===== config.mk =====
export PLATFORM = sky130hd
export DESIGN_NAME = hazard_forward_ctrl
export DESIGN_NICKNAME = d
export VERILOG_FILES = /design/src/rtl/pipe_pkg.sv /design/src/rtl/fwd_select_unit.sv /design/src/rtl/hazard_forward_ctrl.sv
export SDC_FILE = /design/constraint.sdc
export NUM_CORES = 1
export LEC_CHECK = 0
export CORE_ASPECT_RATIO = 0.75
export CORE_MARGIN = 5
export CORE_UTILIZATION = 39
export DETAILED_ROUTE_END_ITERATION = 16
export PLACE_DENSITY = 0.69
export SYNTH_ARGS = -nofsm -noshare
export SYNTH_HDL_FRONTEND = slang
export SYNTH_SLANG_ARGS = --single-unit

===== constraint.sdc =====
create_clock -name clk -period 2 [get_ports clk]
set_input_delay 0.4 -clock clk [delete_from_list [all_inputs] [get_ports clk]]
set_output_delay 0.4 -clock clk [all_outputs]
set_load 0.01 [all_outputs]

===== src/rtl/pipe_pkg.sv =====
// Shared pipeline control definitions: register index width, forward-mux codes, hazard FSM states.
// Latency: none (types and constants only).
// Backpressure: not applicable.
package pipe_pkg;

    localparam int REG_ADDR_W = 5;

    // Forward-mux select codes, shared with the ALU operand muxes; 2'b11 is never produced
    localparam logic [1:0] FWD_REGFILE = 2'b00;
    localparam logic [1:0] FWD_EXMEM   = 2'b01;
    localparam logic [1:0] FWD_MEMWB   = 2'b10;

    typedef enum logic [0:0] {
        RUN     = 1'b0,
        MD_BUSY = 1'b1
    } hz_state_t;

endpackage


===== src/rtl/fwd_select_unit.sv =====
// Per-operand forward select: compares one Execute source tag against EX/MEM and MEM/WB destinations.
// Latency: purely combinational, same cycle.
// Backpressure: none; the caller decides when the tag is valid.
module fwd_select_unit #(
    parameter int REG_ADDR_W = pipe_pkg::REG_ADDR_W
) (
    input  logic [REG_ADDR_W-1:0] exRs,
    input  logic                  exRsValid,
    input  logic [REG_ADDR_W-1:0] memRd,
    input  logic                  memRegWrite,
    input  logic [REG_ADDR_W-1:0] wbRd,
    input  logic                  wbRegWrite,
    output logic [1:0]            forwardSelect
);
    import pipe_pkg::*;

    // Youngest producer wins: EX/MEM before MEM/WB; x0 is hardwired zero and never forwards
    always_comb begin
        forwardSelect = FWD_REGFILE;
        if (exRsValid && (exRs != '0)) begin
            if (memRegWrite && (memRd == exRs)) begin
                forwardSelect = FWD_EXMEM;
            end else if (wbRegWrite && (wbRd == exRs)) begin
                forwardSelect = FWD_MEMWB;
            end
        end
    end

endmodule


===== src/rtl/hazard_forward_ctrl.sv =====
// Hazard/forwarding controller beside Execute: operand forward selects, load-use bubbles, MUL/DIV stalls, branch flush.
// Latency: selects and stall/flush outputs are combinational in the same cycle; shadow tags, FSM and counters update next edge.
// Backpressure: stalls hold IF/ID/EX registers; MUL/DIV stall is bounded by a watchdog that releases it and sets a sticky flag.
module hazard_forward_ctrl #(
    parameter int REG_ADDR_W = pipe_pkg::REG_ADDR_W,
    parameter int CNT_W      = 32,
    parameter int MD_TIMEOUT = 64
) (
    input  logic                  clk,
    input  logic                  resetN,
    input  logic [REG_ADDR_W-1:0] idRs1,
    input  logic [REG_ADDR_W-1:0] idRs2,
    input  logic                  idUsesRs1,
    input  logic                  idUsesRs2,
    input  logic [REG_ADDR_W-1:0] exRd,
    input  logic                  exMemRead,
    input  logic [REG_ADDR_W-1:0] memRd,
    input  logic                  memRegWrite,
    input  logic [REG_ADDR_W-1:0] wbRd,
    input  logic                  wbRegWrite,
    input  logic                  exMulDivStart,
    input  logic                  mulDivDone,
    input  logic                  branchTaken,
    output logic [1:0]            forwardSelect1,
    output logic [1:0]            forwardSelect2,
    output logic                  stallFetch,
    output logic                  stallDecode,
    output logic                  stallExecute,
    output logic                  flushFetch,
    output logic                  bubbleExecute,
    output logic                  mdTimeout,
    output logic [CNT_W-1:0]      stallCycleCount
);
    import pipe_pkg::*;

    localparam int TMR_W = (MD_TIMEOUT > 2) ? $clog2(MD_TIMEOUT) : 1;
    localparam logic [TMR_W-1:0] TMR_LAST = TMR_W'(MD_TIMEOUT - 1);

    hz_state_t             state;
    hz_state_t             stateNext;
    logic [TMR_W-1:0]      mdTimer;
    logic [TMR_W-1:0]      mdTimerNext;
    logic                  mdTimeoutSet;
    logic [REG_ADDR_W-1:0] exRs1;
    logic [REG_ADDR_W-1:0] exRs2;
    logic                  exRs1Valid;
    logic                  exRs2Valid;
    logic                  loadUse;
    logic                  stallFetchInt;
    logic                  stallDecodeInt;
    logic                  stallExecuteInt;
    logic                  flushFetchInt;
    logic                  bubbleExecuteInt;

    fwd_select_unit #(.REG_ADDR_W(REG_ADDR_W)) uFwd1 (
        .exRs          (exRs1),
        .exRsValid     (exRs1Valid),
        .memRd         (memRd),
        .memRegWrite   (memRegWrite),
        .wbRd          (wbRd),
        .wbRegWrite    (wbRegWrite),
        .forwardSelect (forwardSelect1)
    );

    fwd_select_unit #(.REG_ADDR_W(REG_ADDR_W)) uFwd2 (
        .exRs          (exRs2),
        .exRsValid     (exRs2Valid),
        .memRd         (memRd),
        .memRegWrite   (memRegWrite),
        .wbRd          (wbRd),
        .wbRegWrite    (wbRegWrite),
        .forwardSelect (forwardSelect2)
    );

    assign loadUse = exMemRead && (exRd != '0) &&
                     ((idUsesRs1 && (idRs1 == exRd)) || (idUsesRs2 && (idRs2 == exRd)));

    // Mealy control: branch flush beats MUL/DIV start beats load-use; MD_BUSY ignores branch and load-use
    always_comb begin
        stallFetchInt    = 1'b0;
        stallDecodeInt   = 1'b0;
        stallExecuteInt  = 1'b0;
        flushFetchInt    = 1'b0;
        bubbleExecuteInt = 1'b0;
        stateNext        = state;
        mdTimerNext      = '0;
        mdTimeoutSet     = 1'b0;
        case (state)
            RUN: begin
                if (branchTaken) begin
                    flushFetchInt    = 1'b1;
                    bubbleExecuteInt = 1'b1;
                end else if (exMulDivStart) begin
                    stallFetchInt   = 1'b1;
                    stallDecodeInt  = 1'b1;
                    stallExecuteInt = 1'b1;
                    if (!mulDivDone) begin
                        stateNext = MD_BUSY;
                    end
                end else if (loadUse) begin
                    stallFetchInt    = 1'b1;
                    stallDecodeInt   = 1'b1;
                    bubbleExecuteInt = 1'b1;
                end
            end
            MD_BUSY: begin
                if (mulDivDone) begin
                    stateNext = RUN;
                end else if (mdTimer == TMR_LAST) begin
                    mdTimeoutSet = 1'b1;
                    stateNext    = RUN;
                end else begin
                    stallFetchInt   = 1'b1;
                    stallDecodeInt  = 1'b1;
                    stallExecuteInt = 1'b1;
                    mdTimerNext     = mdTimer + TMR_W'(1);
                end
            end
            default: stateNext = RUN;
        endcase
    end

    // Control outputs are forced low while reset is asserted, whatever the inputs say
    always_comb begin
        stallFetch    = resetN & stallFetchInt;
        stallDecode   = resetN & stallDecodeInt;
        stallExecute  = resetN & stallExecuteInt;
        flushFetch    = resetN & flushFetchInt;
        bubbleExecute = resetN & bubbleExecuteInt;
    end

    // FSM state, MUL/DIV watchdog timer and sticky timeout flag
    always_ff @(posedge clk or negedge resetN) begin
        if (!resetN) begin
            state     <= RUN;
            mdTimer   <= '0;
            mdTimeout <= 1'b0;
        end else begin
            state   <= stateNext;
            mdTimer <= mdTimerNext;
            if (mdTimeoutSet) begin
                mdTimeout <= 1'b1;
            end
        end
    end

    // ID/EX tag shadow: hold on Execute stall, clear on bubble, hold on Decode-only stall, else capture
    always_ff @(posedge clk or negedge resetN) begin
        if (!resetN) begin
            exRs1      <= '0;
            exRs2      <= '0;
            exRs1Valid <= 1'b0;
            exRs2Valid <= 1'b0;
        end else if (stallExecuteInt) begin
            exRs1 <= exRs1;
        end else if (bubbleExecuteInt) begin
            exRs1      <= '0;
            exRs2      <= '0;
            exRs1Valid <= 1'b0;
            exRs2Valid <= 1'b0;
        end else if (!stallDecodeInt) begin
            exRs1      <= idRs1;
            exRs2      <= idRs2;
            exRs1Valid <= idUsesRs1;
            exRs2Valid <= idUsesRs2;
        end
    end

    // Saturating count of cycles with the fetch stage held
    always_ff @(posedge clk or negedge resetN) begin
        if (!resetN) begin
            stallCycleCount <= '0;
        end else if (stallFetchInt && (stallCycleCount != '1)) begin
            stallCycleCount <= stallCycleCount + CNT_W'(1);
        end
    end

endmodule


# Word level (Yosys, flattened, before mapping)

Index checks and enable logic that the tools add are counted.

Muxes and demuxes: 38
Reduce and logical (&&, ||, !) cells: 16
Bitwise logic cells: 6
Equality and inequality tests: 9
$add $sub $neg: 2

Operator list:

| cell                    | count |
|---|---|
| $add A32 B1 Y32 const B | 1 |
| $ne A32 B32 Y1 const B  | 1 |
| $eq A5 B5 Y1            | 6 |
| $mux W1                 | 22 |
| $mux W5                 | 4 |
| $mux W6                 | 3 |
| $reduce_bool A5 Y1      | 3 |
| $mux W2                 | 6 |
| $logic_and A1 B1 Y1     | 11 |
| $add A6 B1 Y6 const B   | 1 |
| $eq A6 B6 Y1 const B    | 1 |
| $pmux W1 S2             | 3 |
| $and A1 B1 Y1           | 4 |
| $ne A2 B1 Y1 const B    | 1 |
| $not A1 Y1              | 2 |
| $reduce_and A2 Y1       | 1 |
| $logic_or A1 B1 Y1      | 1 |

Input port bits: 35
Output and inout bits: 42
Logic and storage cells: 79
Flip-flop bits (word level): 52

# Longest topological paths before layout

Gate-level depths: netlist (run 1).

Depth in word-level cells: 10
Depth in mapped cells: 9
Depth with buffers taken out: 7

# By module

Synthesis (run 1) repeated with hierarchy kept, for this count alone.

Cell total of the unflattened synthesis: 298
Area, all modules: 3021.6 µm²

By module, submodules not included:

| module              | sequential area each (µm²) | cells each | times used | area each (µm²) |
|---|---|---|---|---|
| hazard_forward_ctrl | 1301.2                     | 262        | 1          | 2728.9 |
| fwd_select_unit     | 0.0                        | 18         | 2          | 146.4 |

# Worst setup path before layout (run 1)

Ideal clock, no wire load.

Path kind: register to output
Start point: register mdTimer[0]
End point: output stallFetch
Path slack: -0.214 ns
Stages on the path, launching flop included: 9
Arrival time: 1.814 ns
Required time: 1.600 ns
Path buffers: 2
Path through: dfrtp_1 -> ha_1 -> nand3_1 -> o21bai_1 -> nand2_2 -> a31oi_4 -> buf_2 -> nor2b_1 -> buf_4

Cells in the longest elaborated chain, start to end: 5

RTL lines:

| element                | RTL line                   | RTL |
|---|---|---|
| from (decl)            | hazard_forward_ctrl.sv:41  | `logic [TMR_W-1:0] mdTimer;` |
| from (signal assigned) | hazard_forward_ctrl.sv:140 | `mdTimer <= mdTimerNext;` |
| $eq A6 B6 Y1           | hazard_forward_ctrl.sv:109 | `end else if (mdTimer == TMR_LAST) begin` |
| $mux W1 (2 in series)  | n/a                        |  |
| $pmux W1 S2            | n/a                        |  |
| $and A1 B1 Y1          | n/a                        |  |
| to (decl)              | hazard_forward_ctrl.sv:26  | `output logic stallFetch,` |

Every way passes these cells.

# Worst setup path after layout (run 1)

Start point: register mdTimer[1]
End point: output stallFetch

Cells in the longest elaborated chain, start to end: 5

RTL lines:

| element       | RTL line                   | RTL |
|---|---|---|
| $eq A6 B6 Y1  | hazard_forward_ctrl.sv:109 |  |
| $mux W1       | hazard_forward_ctrl.sv:109 |  |
| $mux W1       | hazard_forward_ctrl.sv:107 | `if (mulDivDone) begin` |
| $pmux W1 S2   | hazard_forward_ctrl.sv:88  | `case (state)` |
| $and A1 B1 Y1 | hazard_forward_ctrl.sv:125 | `stallFetch = resetN & stallFetchInt;` |

Every way passes these cells.

==> out/results.tsv, run 1 <==
stage	metric	value	unit
global_routing	initial antenna violation count	0	
sta	Final Max Tran Viols	0	
sta	Fmax	0.463	GHz
placed_design	I/O Buffers	76	
final_layout	area taken by flip-flops and latches	1300	um^2
final_layout	Area Overhead vs Synth	54.5	%
yosys	yosys warns	0	
floorplanning	# rows	27	
power_and_ir_drop	Leakage	2.12	nW
setup_path	CP cell instances	ha_2 > nand3_2 > buf_6 > o21bai_4 > nand2_4 > buf_6 > a31oi_4 > nor2b_2 > buf_2	
placed_design	post-DP HPWL	6.39	mm
final_layout	final core occ	0.623	
setup_path	Crit path top cell by count	buf_6	
final_layout	nets@finish	489	
floorplanning	Top Ports	77	
drt	DRT iter0 DRCs	123	
final_layout	# diodes	0	
clock_network	Longest Clk Path Bufs	2	
final_layout	layout cells sized above 1	0.320	
clock_network	Reg clk slew, reported paths	0.09	ns
drt	Final Routed Wirelength	8.36	mm
floorplanning	Vert. Die Dim	85.6	um
drt	Antenna Nets Post-Route	0	
status	status	complete, but fails checks	
setup_path	slowest stage cell, crit path	dfrtp_1	
floorplanning	Die ar.	9480	um^2
sta	Slew @ Worst Pin	0.465	ns
hold_path	Hold WC Path Type	primary input to register	
sta	Slew HR	0.690	
clock_network	total clock sinks	52	
setup_path	CP peak stage delay	0.36	ns
final_layout	# fillers	659	
setup_path	worst r2r path cells	10	
sta	Hold WS	0.363	ns
yosys	synthesized area per cell	9.77	um^2
sta	endpoints failing hold	0	
job	max_cap viols	0	
yosys	Seq/Total Area, Yosys	0.438	
placed_design	post-placement cell count	534	
final_layout	non-filler instance count after layout	554	
sta	RSZ-0062 raised after global routing	yes	
setup_path	worst reg2reg startpoint	mdTimer[1]	
yosys	Yosys cell types	43	
setup_path	Crit. End Element	output port	
hold_path	Hold Path Stages	3	
sta	Final Skew	0.00708	ns
yosys	Seq cells post-synth	52	
drt	first drt pass iteration count	4	
sta	Final Setup Violations	38	
drt	vias per cell	4.99	
global_routing	largest net degree at the start of global routing	33	
drt	Vias	2764	
floorplanning	initial core utilization	0.403	
global_routing	first-pass GRT wire length	13.8	mm
final_layout	Multi-input gate area	1730	um^2
clock_network	CTS Buf Count	5	
setup_path	crit path DAT	1.76	ns
setup_path	Worst Setup Start Kind	register	
sta	setup ws final	-0.160	ns
setup_path	R2R Setup Slk	-0.16	ns
yosys	syn nets	341	
global_routing	gr usage total	0.173	
sta	Tcrit/Tclk final	1.08	
setup_path	CP max FO	2	
hold_path	hold path endpoint	exRs2[4]	
clock_network	CTS Root Cell	clkbuf_8	
yosys	Mapped Cells	304	
power_and_ir_drop	Pwr Density	618	nW/um^2
setup_path	R2R Path End	stallCycleCount[1]	
setup_path	Crit path required time	1.60	ns
floorplanning	overall die width	111	um
global_routing	gr ovfl total	0	
sta	TNS Setup	-2.08	ns
clock_network	CTS tree	built	
clock_network	H-tree depth	2	
setup_path	WS Path Type	register to output port	
global_routing	vias in the first global route	2835	
placed_design	Final GP Congestion	0.812	
status	failing checks	negative setup slack	
drt	WL/cell	15.1	um
yosys	Syn Std Cell Area	2970	um^2
hold_path	hold path startpoint	idRs2[4]	
drt	drt drc	0	
power_and_ir_drop	peak supply drop	0.618	mV
floorplanning	core area	7360	um^2
sta	Tmin final	2.16	ns
clock_network	clock latency on the worst-skew pair	0.29	ns
==> logic make-up (layout without fill, tap and decap cells) <==
logic type | count (synthesis) | after routing | share of synthesized area
and+or+nand+nor | 141 | 141 | 0.270
xor gates and xnor gates | 63 | 63 | 0.186
DFF | 52 | 52 | 0.438
AOI/OAI and AO/OA | 28 | 28 | 0.0611
buffers and inverters | 17 | 166 | 0.0316
adders and majority gates | 2 | 2 | 0.00842
muxes | 1 | 1 | 0.00505
==> per-stage QoR <==
| step | power (mW) | cell area, um^2 | setup slack (ns) |
|---|---|---|---|
| after floorplan | 1.64 | 2980 | -0.0841 |
| after global placement | 2.17 | 4320 | -0.772 |
| after detailed placement | 2.20 | 4320 | -0.826 |
| after CTS | 2.83 | 4490 | -0.169 |
| after global routing | 2.99 | 4590 | -0.294 |
| final | 2.84 | 4590 | -0.160 |
==> worst max-delay path: cells and delay by family, from the launching register on <==
| family | cells | cell delay [ns] |
|---|---|---|
| flops | 1 | 0.36 |
| fa+ha+maj | 1 | 0.19 |
| buf+inv | 3 | 0.38 |
| simple gates | 3 | 0.24 |
| compound gates | 2 | 0.29 |
==> cell type report <==
type / instances / share of cell area
multi-input combinational: 235 / 0.377
tap: 101 / 0.0275
clock buffer: 8 / 0.0196
timing repair buffer: 152 / 0.287
sequential: 52 / 0.284
inverter: 6 / 0.00491
==> cell usage after synthesis (all sizes together) <==
cell type / instances / area [um^2]
and4b: 1 / 10.0
nor2: 13 / 51.3
o21ai: 5 / 25.0
xnor2: 17 / 149
and3: 8 / 55.1
nand2: 39 / 149
buf: 7 / 56.3
dfrtp: 52 / 1300
nor2b: 2 / 20.0
o41a: 1 / 11.3
or3: 3 / 18.8
and2: 2 / 12.5
clkbuf: 4 / 15.0
o31ai: 1 / 7.51
a31oi: 2 / 27.5
o21a: 1 / 7.51
nand2b: 1 / 6.26
ha: 2 / 25.0
a21oi: 15 / 75.1
o21bai: 2 / 15.0
inv: 6 / 22.5
or4: 3 / 22.5
nor3: 17 / 90.1
o22ai: 1 / 12.5
and3b: 1 / 8.76
nor3b: 5 / 37.5
nor4b: 4 / 53.8
nand3: 19 / 95.1
nand4: 11 / 68.8
xor2: 46 / 403
nor4: 11 / 93.8
and4: 1 / 8.76
mux2: 1 / 15.0
==> repair_timing <==
item / CTS / global route
resized for setup: 82 / 52
setup buffers: 8 / 3
endpoints found under the setup margin: 53 / 41
endpoints found under the hold margin: 2 / 0
pin swaps: 19 / 22
hold buffers: 1 / 0
==> state kept, by name, summed over array words and instances, names as in the netlist <==
signal / count
exRs1Valid: 1
mdTimeout: 1
exRs1: 5
exRs2: 5
stallCycleCount: 32
exRs2Valid: 1
mdTimer: 6
state: 1
==> metal layers <==
layer  vias to the layer above  GRT usage  share of wire
met1                      1345      0.232           0.47
met5                         -          0              0
li1                       1357          -              -
met4                         0     0.0380          0.011
met2                        56      0.291           0.48
met3                         6     0.0381          0.038
==> cells in the final DEF (no fill, tap or decap), types with 4 or more instances in the layout <==
cell type	synthesis	layout
clkbuf_2	0	10
nor4b_2	3	4
buf_2	3	8
clkdlybuf4s50_1	0	41
nor3_1	16	16
nor4_1	7	4
xor2_1	46	45
nor4_2	4	7
nand2_1	38	37
a21oi_1	15	14
dlygate4sd2_1	0	8
nor2_1	12	11
dfrtp_1	52	50
nand4_1	11	11
xnor2_1	17	16
inv_1	6	6
clkbuf_8	0	6
nand3_1	19	18
buf_4	1	68
buf_12	0	4
and3_1	7	7
dlymetal6s2s_1	0	5
buf_6	3	6
==> worst max-delay path by stage <==
| stage | from | to |
|---|---|---|
| final | mdTimer[1] | stallFetch |
| after global routing | mdTimer[0] | stallFetch |
| after CTS | mdTimer[1] | stallFetch |
| after detailed placement | exRd[2] | bubbleExecute |
| after global placement | exRd[2] | bubbleExecute |
| after floorplan | exRd[1] | stallFetch |
==> power breakdown <==
group / total, mW / switching, mW / internal, mW
sequential: 1.26 / 0.0924 / 1.16
clock: 0.606 / 0.323 / 0.283
combinational: 0.973 / 0.436 / 0.537
Power figures use the tool's default switching activity.
==> inputs of run 2 (changes only) <==
Settings changed: CAP_MARGIN set to 25.
==> results of run 2 <==
No change in the layout: final DEF, timing and power equal those of run 1.
==> inputs of run 3 (changes only) <==
Settings changed: CORE_UTILIZATION 39 to 44, CTS_CLUSTER_SIZE set to 8, PLACE_DENSITY 0.69 to 0.76.
==> run 3 against run 2 <==
  * The run still ends with negative setup slack left
  * Count of clock-buffer cells in the layout down 2
  * First-iteration DRC count grew 16%
  * Flip-flop and latch count did not move
  * Clock power down 5.6%
  * Worst setup slack worse by 0.023 ns
  * Routed wire length grew 11%
  * Via count rose by 5.2%
  * Cell count down 2.3%
  * Worst hold slack lost 0.0045 ns
  * Sequential share of layout area decreased by 1.3 points
  * Total power increased by 2.9%
==> out/results.tsv, run 3 (synthesis gave the netlist of run 1 again) <==
stage	metric	value	unit
status	status	complete, but fails checks	
status	failing checks	negative setup slack	
clock_network	Reg clk slew, reported paths	0.09	ns
final_layout	# fillers	432	
drt	drt drc	0	
placed_design	I/O Buffers	76	
clock_network	CTS Buf Count	5	
floorplanning	initial core utilization	0.461	
drt	WL/cell	17.2	um
power_and_ir_drop	Pwr Density	608	nW/um^2
setup_path	WS Path Type	primary input to output port	
final_layout	layout cells sized above 1	0.326	
power_and_ir_drop	peak supply drop	0.885	mV
power_and_ir_drop	Leakage	2.17	nW
global_routing	gr busiest metal	met2	
final_layout	Area Overhead vs Synth	61.5	%
power_and_ir_drop	Pint	1.99	mW
floorplanning	overall die width	105	um
clock_network	H-tree depth	2	
power_and_ir_drop	switch share	0.318	
setup_path	worst reg2reg startpoint	mdTimer[0]	
power_and_ir_drop	Power, Total	2.92	mW
power_and_ir_drop	Gate power share	0.371	
final_layout	nets@finish	497	
global_routing	met2 Usage GRT	0.330	
job	max_cap viols	0	
placed_design	post-DP HPWL	6.22	mm
setup_path	R2R Setup Slk	-0.09	ns
drt	DRT iter0 DRCs	143	
setup_path	CP cell instances	clkdlybuf4s50_1 > xor2_1 > nor4_2 > nand3_1 > nor3b_2 > buf_2	
sta	Final Setup Violations	14	
sta	Tcrit/Tclk final	1.09	
sta	Slew HR	0.733	
power_and_ir_drop	Clk pwr share	0.196	
sta	Hold WS	0.358	ns
final_layout	area taken by flip-flops and latches	1300	um^2
drt	first drt pass iteration count	5	
final_layout	commonest non-fill, non-tap cell in the layout	buf_4	
setup_path	slowest stage cell, crit path	clkdlybuf4s50_1	
final_layout	non-filler instance count after layout	541	
final_layout	most frequent cells in the layout	buf_4, dfrtp_1, xor2_1	
sta	endpoints failing hold	0	
sta	setup ws final	-0.182	ns
setup_path	worst r2r path cells	9	
floorplanning	core area	6440	um^2
global_routing	vias in the first global route	2815	
clock_network	CTS Root Cell	clkbuf_8	
floorplanning	# rows	25	
sta	Fmax	0.458	GHz
final_layout	Multi-input gate area	1860	um^2
global_routing	M1 GR Usage	0.274	
clock_network	clock latency on the worst-skew pair	0.30	ns
clock_network	Longest Clk Path Bufs	2	
drt	Vias	2908	
sta	Final Max Tran Viols	0	
setup_path	Crit. End Element	output port	
placed_design	post-placement cell count	512	
setup_path	Crit path required time	1.60	ns
setup_path	CP max FO	2	
hold_path	Hold Path Stages	3	
setup_path	Worst Setup Start Kind	primary input	
power_and_ir_drop	Flop pwr share	0.433	
setup_path	CP peak stage delay	0.47	ns
sta	RSZ-0062 raised after global routing	yes	
setup_path	R2R Path End	stallCycleCount[7]	
floorplanning	Vert. Die Dim	81.2	um
global_routing	first-pass GRT wire length	14.1	mm
global_routing	initial antenna violation count	0	
sta	Final Skew	0.00607	ns
power_and_ir_drop	Switch Pwr	0.929	mW
global_routing	largest net degree at the start of global routing	33	
sta	Tmin final	2.18	ns
drt	Final Routed Wirelength	9.29	mm
placed_design	Final GP Congestion	0.870	
drt	Antenna Nets Post-Route	0	
global_routing	gr usage total	0.203	
final_layout	biggest regs	stallCycleCount: 32 flops, mdTimer: 6 flops	
setup_path	crit path DAT	1.78	ns
hold_path	Hold WC Path Type	primary input to register	
global_routing	met3 usage	0.0556	
hold_path	hold path endpoint	exRs2[4]	
hold_path	hold path startpoint	idRs2[4]	
final_layout	final core occ	0.744	
sta	Slew @ Worst Pin	0.399	ns
floorplanning	Die ar.	8510	um^2
final_layout	Largest register FFs	32	
clock_network	total clock sinks	52	
final_layout	# diodes	0	
drt	vias per cell	5.38	
global_routing	gr ovfl total	0	
floorplanning	Top Ports	77	
final_layout	Most flops, register	stallCycleCount	
clock_network	CTS tree	built	
[run 3: cell count changes in the layout (fill, tap and decap cells not counted), sizes merged]
cell / delta
clkbuf: -9
buf: +7
clkdlybuf4s15: +4
dlygate4sd2: +4
clkdlybuf4s50: +2
dlymetal6s2s: -2
clkinv: +1
[run 3: power by group through the flow]
stage	Combinational [mW]	Sequential (mW)	Clock, mW
2_1_floorplan	0.299	1.35	0
3_3_place_gp	0.898	1.27	0
3_5_place_dp	0.916	1.28	0
4_1_cts	0.955	1.26	0.573
5_1_grt	1.16	1.28	0.634
6_report	1.08	1.26	0.572
[run 3: worst max-delay path by stage]
stage	startpoint	to	slack (ns)
final	wbRd[1]	forwardSelect1[1]	-0.18
after global routing	mdTimer[0]	stallDecode	-0.27
after CTS	exRs1[2]	forwardSelect1[1]	-0.18
after detailed placement	exRd[2]	bubbleExecute	-0.81
after global placement	exRd[2]	bubbleExecute	-0.76
after floorplan	exRd[1]	stallFetch	-0.08
[run 3: what timing repair did]
item,in CTS,in global routing
buffers inserted,11,8
pin swaps,24,33
setup endpoints to repair,53,52
resized for setup,94,46
gates cloned,0,2
hold buffers,1,0
hold endpoints to repair,2,0
[run 3: critical path: cells and delay by family]
kind          cells  cell delay (ns)
xor+xnor          1             0.18
buf+inv           2             0.62
simple gates      3             0.57
[run 3: layout make-up]
cell class                      count  area share
Tap cell                           81      0.0211
Clock inverter                      1     0.00104
Multi-Input combinational cell    235       0.387
Sequential cell                    52       0.272
Timing Repair Buffer              160       0.299
Clock buffer                        6      0.0151
Inverter                            6     0.00470
[run 3: per-stage QoR]
| stage | setup TNS (ns) | setup slack, ns | area [um^2] |
|---|---|---|---|
| floorplan | -0.0841 | -0.0841 | 2980 |
| finish | -0.984 | -0.182 | 4800 |
| global route | -5.06 | -0.266 | 4800 |
| global placement | -30.56 | -0.765 | 4250 |
| CTS | -0.872 | -0.176 | 4470 |
| detailed placement | -33.12 | -0.813 | 4250 |
[run 3: routing by layer]
| layer | share of wire | vias to the layer above |
|---|---|---|
| li1 | - | 1375 |
| met1 | 0.42 | 1421 |
| met2 | 0.52 | 98 |
| met3 | 0.044 | 14 |
| met4 | 0.014 | 0 |
| met5 | 0 | - |
